<file path="src/rtl/sd_bus_sched.sv">
// SD card bus scheduler: sequences the init engine, then arbitrates sector writes
// with bounded retries, timeouts and inter-operation bus gaps.
module sd_bus_sched #(
    parameter logic [23:0] INIT_TIMEOUT = 24'd500000,
    parameter logic [23:0] WR_TIMEOUT   = 24'd1000000,
    parameter logic [3:0]  MAX_RETRY    = 4'd3,
    parameter logic [3:0]  GAP_CYCLES   = 4'd8
) (
    input  logic        SD_clk,
    input  logic        rst,
    output logic        init_rst_n,
    input  logic        init_done,
    input  logic        init_cs,
    input  logic        init_datain,
    output logic        wr_start,
    output logic [31:0] wr_addr,
    input  logic        wr_done,
    input  logic        wr_err,
    input  logic        wr_cs,
    input  logic        wr_datain,
    output logic        SD_cs,
    output logic        SD_datain,
    input  logic        req_valid,
    input  logic [31:0] req_addr,
    output logic        req_ready,
    output logic        card_ok,
    output logic        busy,
    output logic        fatal,
    output logic [7:0]  err_cnt
);

    typedef enum logic [2:0] {
        RST_INIT, INIT_WAIT, GAP, IDLE, WR_ISSUE, WR_WAIT, FAIL
    } state_t;

    typedef enum logic [1:0] {SEL_NONE, SEL_INIT, SEL_WR} sel_t;

    state_t      r_state;
    state_t      w_next;
    sel_t        r_sel;
    logic [1:0]  r_rst_cnt;
    logic [23:0] r_tmo;
    logic [3:0]  r_retry;
    logic [3:0]  r_gap;
    logic [7:0]  r_err_cnt;
    logic        r_card_ok;
    logic [31:0] r_wr_addr;

    logic w_init_fail;
    logic w_wr_ok;
    logic w_wr_fail;
    logic w_retry_ok;
    logic w_gap_end;
    logic w_err_evt;

    function automatic sel_t sel_of(input state_t s);
        case (s)
            RST_INIT, INIT_WAIT: sel_of = SEL_INIT;
            WR_ISSUE, WR_WAIT:   sel_of = SEL_WR;
            default:             sel_of = SEL_NONE;
        endcase
    endfunction

    // A simultaneous done/err is an error; a done in the timeout cycle still wins.
    assign w_init_fail = !init_done && (r_tmo == INIT_TIMEOUT - 24'd1);
    assign w_wr_ok     = wr_done && !wr_err;
    assign w_wr_fail   = wr_err || (!wr_done && (r_tmo == WR_TIMEOUT - 24'd1));
    assign w_retry_ok  = r_retry < MAX_RETRY;
    assign w_gap_end   = ({1'b0, r_gap} + 5'd1) >= {1'b0, GAP_CYCLES};
    assign w_err_evt   = ((r_state == INIT_WAIT) && w_init_fail) ||
                         ((r_state == WR_WAIT) && w_wr_fail);

    always_ff @(posedge SD_clk or posedge rst) begin
        if (rst) begin
            r_state <= RST_INIT;
        end else begin
            r_state <= w_next;
        end
    end

    always_comb begin
        w_next = r_state;
        case (r_state)
            RST_INIT:  if (r_rst_cnt == 2'd3) w_next = INIT_WAIT;
            INIT_WAIT: begin
                if (init_done)        w_next = GAP;
                else if (w_init_fail) w_next = w_retry_ok ? RST_INIT : FAIL;
            end
            GAP:       if (w_gap_end) w_next = IDLE;
            IDLE:      if (req_valid) w_next = WR_ISSUE;
            WR_ISSUE:  w_next = WR_WAIT;
            WR_WAIT: begin
                if (w_wr_ok)        w_next = GAP;
                else if (w_wr_fail) w_next = w_retry_ok ? WR_ISSUE : FAIL;
            end
            FAIL:      w_next = FAIL;
            default:   w_next = RST_INIT;
        endcase
    end

    always_comb begin
        init_rst_n = (r_state != RST_INIT);
        wr_start   = (r_state == WR_ISSUE);
        busy       = (r_state == WR_ISSUE) || (r_state == WR_WAIT);
        fatal      = (r_state == FAIL);
        req_ready  = (r_state == IDLE) && !fatal;
        card_ok    = r_card_ok;
        err_cnt    = r_err_cnt;
        wr_addr    = r_wr_addr;
        SD_cs      = 1'b1;
        SD_datain  = 1'b1;
        case (r_sel)
            SEL_INIT: begin SD_cs = init_cs; SD_datain = init_datain; end
            SEL_WR:   begin SD_cs = wr_cs;   SD_datain = wr_datain;   end
            default:  begin SD_cs = 1'b1;    SD_datain = 1'b1;        end
        endcase
    end

    // Bus select tracks the next state so ownership changes on the same edge as r_state.
    always_ff @(posedge SD_clk or posedge rst) begin
        if (rst) begin
            r_sel     <= SEL_NONE;
            r_rst_cnt <= 2'd0;
            r_tmo     <= 24'd0;
            r_retry   <= 4'd0;
            r_gap     <= 4'd0;
            r_err_cnt <= 8'd0;
            r_card_ok <= 1'b0;
            r_wr_addr <= 32'd0;
        end else begin
            r_sel     <= sel_of(w_next);
            r_rst_cnt <= (r_state == RST_INIT) ? r_rst_cnt + 2'd1 : 2'd0;
            r_gap     <= (r_state == GAP) ? r_gap + 4'd1 : 4'd0;

            if ((r_state == INIT_WAIT) || (r_state == WR_WAIT)) begin
                if (r_tmo != 24'hFF_FFFF) r_tmo <= r_tmo + 24'd1;
            end else begin
                r_tmo <= 24'd0;
            end

            if ((r_state == INIT_WAIT) && init_done) begin
                r_retry <= 4'd0;
            end else if ((r_state == IDLE) && req_valid) begin
                r_retry <= 4'd0;
            end else if (w_err_evt && w_retry_ok) begin
                r_retry <= r_retry + 4'd1;
            end

            if (w_err_evt && (r_err_cnt != 8'hFF)) r_err_cnt <= r_err_cnt + 8'd1;

            if ((r_state == INIT_WAIT) && init_done) r_card_ok <= 1'b1;
            else if (w_next == FAIL)                 r_card_ok <= 1'b0;

            if ((r_state == IDLE) && req_valid) r_wr_addr <= req_addr;
        end
    end

endmodule

</file>
<file path="config.mk">
export PLATFORM = sky130hd
export DESIGN_NAME = sd_bus_sched
export DESIGN_NICKNAME = d
export VERILOG_FILES = /design/src/rtl/sd_bus_sched.sv
export SDC_FILE = /design/constraint.sdc
export NUM_CORES = 1
export LEC_CHECK = 0
export BUFFER_PORTS_ARGS = -buffer_cell sky130_fd_sc_hd__buf_4
export CORE_MARGIN = 2
export CORE_UTILIZATION = 41
export CTS_CLUSTER_SIZE = 14
export DETAILED_ROUTE_END_ITERATION = 12
export GPL_TIMING_DRIVEN = 0
export SYNTH_ARGS = -nofsm -noshare
export SYNTH_HDL_FRONTEND = slang
export SYNTH_SLANG_ARGS = --single-unit
export TNS_END_PERCENT = 20
</file>
<file path="constraint.sdc">
create_clock -name SD_clk -period 3.8 [get_ports SD_clk]
set_input_delay 0 -clock SD_clk [delete_from_list [all_inputs] [get_ports SD_clk]]
set_output_delay 0 -clock SD_clk [all_outputs]
set_load 0.02 [all_outputs]
</file>
==> flow_metrics.env <==
export IMPL_htree_levels=3
export IMPL_cts_setup_buffers=0
export IMPL_io_buffer_count=89
export IMPL_insertion_delay_ns=0.35
export IMPL_p_leak_nw=2.39
export IMPL_synth_edf_count=0
export IMPL_worst_pin_slew_ns=0.733
export IMPL_synthMuxAreaShare=0.111
export IMPL_grt_overflow=0
export IMPL_synth_seq_cells=80
export IMPL_cts_tree="done"
export IMPL_vdd_ir_drop_max_v=0.000315
export IMPL_synth_ff_type="dfrtp_1"
export IMPL_syn_nets=422
export IMPL_synth_cell_types=51
export IMPL_initial_core_util=0.418
export IMPL_diodes=0
export IMPL_fp_row_count=36
export IMPL_clock_skew_ns=0.0109
export IMPL_clkTransAtPathRegs_ns=0.08
export IMPL_io_pins=90
export IMPL_post_route_util=0.565
export IMPL_yosysTopAreaCellShare=0.496
export IMPL_grt_pass1_wl_um=15300
export IMPL_rsz0062_at_grt="false"
export IMPL_die_x_um=103
export IMPL_power_frac_comb=0.400
export IMPL_yosys_area_top_type="dfrtp_1"
export IMPL_wl_per_cell_um=15.0
export IMPL_fin_crit_ns=2.58
export IMPL_vias_per_cell=5.21
export IMPL_synth_most_common_cell="dfrtp_1"
export IMPL_power_switching_mw=1.15
export IMPL_synthCells=372
export IMPL_drt_initial_drc_count=117
export IMPL_synthTopCellsByCount="dfrtp_1, mux2_2, nand2_1"
export IMPL_drive_above_1_share=0.315
export IMPL_syn_area_um2=4030
export IMPL_cp_arrival_ns=2.82
export IMPL_synthAdderAreaFrac=0.0248
export IMPL_syn_to_final_growth_pct=35.1
export IMPL_antenna_found_initial=0
export IMPL_timing_final_ws_setup_ns=1.22
export IMPL_fin_tns_setup_ns=0
export IMPL_p_seq_frac=0.384
export IMPL_hold_viol=0
export IMPL_cts_buffers=9
export IMPL_netlist_top_cells_area="dfrtp_1, mux2_2, a21oi_1"
export IMPL_relSlewSlack=0.507
export IMPL_grt_max_degree=68
export IMPL_grt_pass1_vias=3088
export IMPL_drc_errors=0
export IMPL_synth_seq_area_share=0.496
export IMPL_status="finished clean"
export IMPL_yosys_warnings=0
export IMPL_die_h_um=103
export IMPL_dr_pass1_iters=4
export IMPL_p_int_mw=2.06
export IMPL_cts_root_buf="clkbuf_8"
export IMPL_post_place_ws_ns=1.26
export IMPL_die_area_um2=10600
export IMPL_crit_path_max_fanout=10
export IMPL_endpoint_kind="flop"
export IMPL_hold_path_class="in2reg"
export IMPL_synth_xor_area_share=0.0195
export IMPL_cts_sinks=80
export IMPL_ant_nets=0
export IMPL_synth_top_family_by_area="simple AND/OR/NAND/NOR gates"
export IMPL_startpoint="r_tmo[0]"
export IMPL_synthSimpleGateAreaFrac=0.220
export IMPL_holdCritStartpoint="init_done"
export IMPL_min_period_over_period=0.679
export IMPL_synth_compound_area_frac=0.0956
export IMPL_syn_avg_cell_area_um2=10.8
export IMPL_whs_ns=0.0939
export IMPL_dr_total_vias=3354
export IMPL_required_ns=4.04
export IMPL_swShare=0.359
export IMPL_fmax_mhz=388
export IMPL_async_reset_ff_frac=1.00
export IMPL_maxSlewViolCount=0
export IMPL_dp_hpwl_um=6820
export IMPL_final_setup_viol_count=0
export IMPL_fin_nets=556
export IMPL_routed_wl_um=9690
export IMPL_drv_cap=0
export IMPL_crit_path_start_kind="flop"
export IMPL_clock_path_buffers=2
export IMPL_powerDensity_nw_per_um2=589
export IMPL_reg2reg_from="r_tmo[0]"
export IMPL_finalWeightedCongestion=0.854
export IMPL_coreArea_um2=9640
export IMPL_critical_path_class="reg2reg"
export IMPL_track_usage=0.184
export IMPL_power_frac_clock=0.216
==> worst max-delay path: stages (launching register included) <==
cell     delay, ns
dfrtp_1       0.39
ha_1          0.24
nand4_1       0.22
nor4_1        0.54
a21oi_1       0.20
buf_2         0.25
nor4b_2       0.30
mux2_1        0.34
==> layout by cell type, fill, tap and decap left out, types with 3 or more instances in the layout <==
cell and count:
buf_4 89, dfrtp_1 80, dlygate4sd3_1 33, mux2_2 32, nand2_1 24, nor2_1 22
a21oi_1 22, nand4_1 14, nand3_1 14, or4_1 11, clkbuf_1 10, o31ai_1 10
inv_1 9, clkbuf_8 9, buf_2 8, ha_1 8, nor2b_1 7, nor4_1 7
o21ai_0 7, and3_1 6, nor3_1 6, nand2b_1 5, and2_1 5, xnor2_1 5
mux2_1 5, and4_1 4, or2_2 4, or3_1 4, xor2_1 4, nor3b_1 3
o311ai_0 3, mux2i_1 3, nor4_2 3
==> cells by family (layout without fill, tap and decap cells) <==
kind of cell,count (synthesis),count (layout)
simple gates,148,148
flops,80,80
compound gates,58,58
mux,40,40
buf+inv,29,168
xor+xnor,9,9
fa+ha+maj,8,8
==> worst paths after layout <==
path                                 to  slack [ns]  depth (start not counted)
hold reg to reg            r_rst_cnt[0]        0.44                          1
min in group asynchronous   wr_addr[20]        0.12                          3
hold / removal                  card_ok        0.09                          4
setup / recovery             err_cnt[4]        1.22                          7
setup reg to reg             err_cnt[4]        1.22                          7
max in group asynchronous     r_tmo[10]        3.11                          4
==> power groups by stage <==
stage	Clock, mW	Combinational [mW]	Sequential (mW)
after floorplan	0	0.520	1.46
after global placement	0	1.25	1.24
after detailed placement	0	1.27	1.25
after CTS	0.717	1.30	1.23
after global routing	0.754	1.39	1.27
final	0.695	1.28	1.23
==> state kept, by name, indices dropped and copies added (netlist names) <==
register,flops
r_sel,2
r_retry,4
r_tmo,24
r_state,3
r_gap,4
err_cnt,8
wr_addr,32
r_rst_cnt,2
card_ok,1
==> area by class of cell <==
class | instances | area (µm²)
inverters | 10 | 40.0
repair buffers | 123 | 1030
clock buffers | 10 | 128
flip-flops and latches | 80 | 2000
fillers | 877 | 4190
clock inverters | 6 | 92.6
multi-input cells | 263 | 1900
plain buffers | 19 | 96.3
well taps | 133 | 166
==> timing repair <==
item | 4_1_cts | 5_1_grt
resized for setup | 0 | 0
hold buffers | 33 | 0
hold endpoints to repair | 112 | 0
==> layer usage <==
layer	global-route usage	share of wire	up-vias
li1	-	-	1644
met1	0.250	0.44	1633
met2	0.299	0.51	67
met3	0.0444	0.042	10
met4	0.0476	0.0089	0
met5	0	0	-
==> through the flow <==
| step | total power [mW] | cell area (µm²) | instances |
|---|---|---|---|
| after floorplan | 1.98 | 4030 | 372 |
| after global placement | 2.49 | 4870 | 594 |
| after detailed placement | 2.52 | 4900 | 595 |
| after CTS | 3.25 | 5450 | 644 |
| after global routing | 3.41 | 5450 | 644 |
| final | 3.21 | 5450 | 644 |
(Power assumes the default switching activity.)
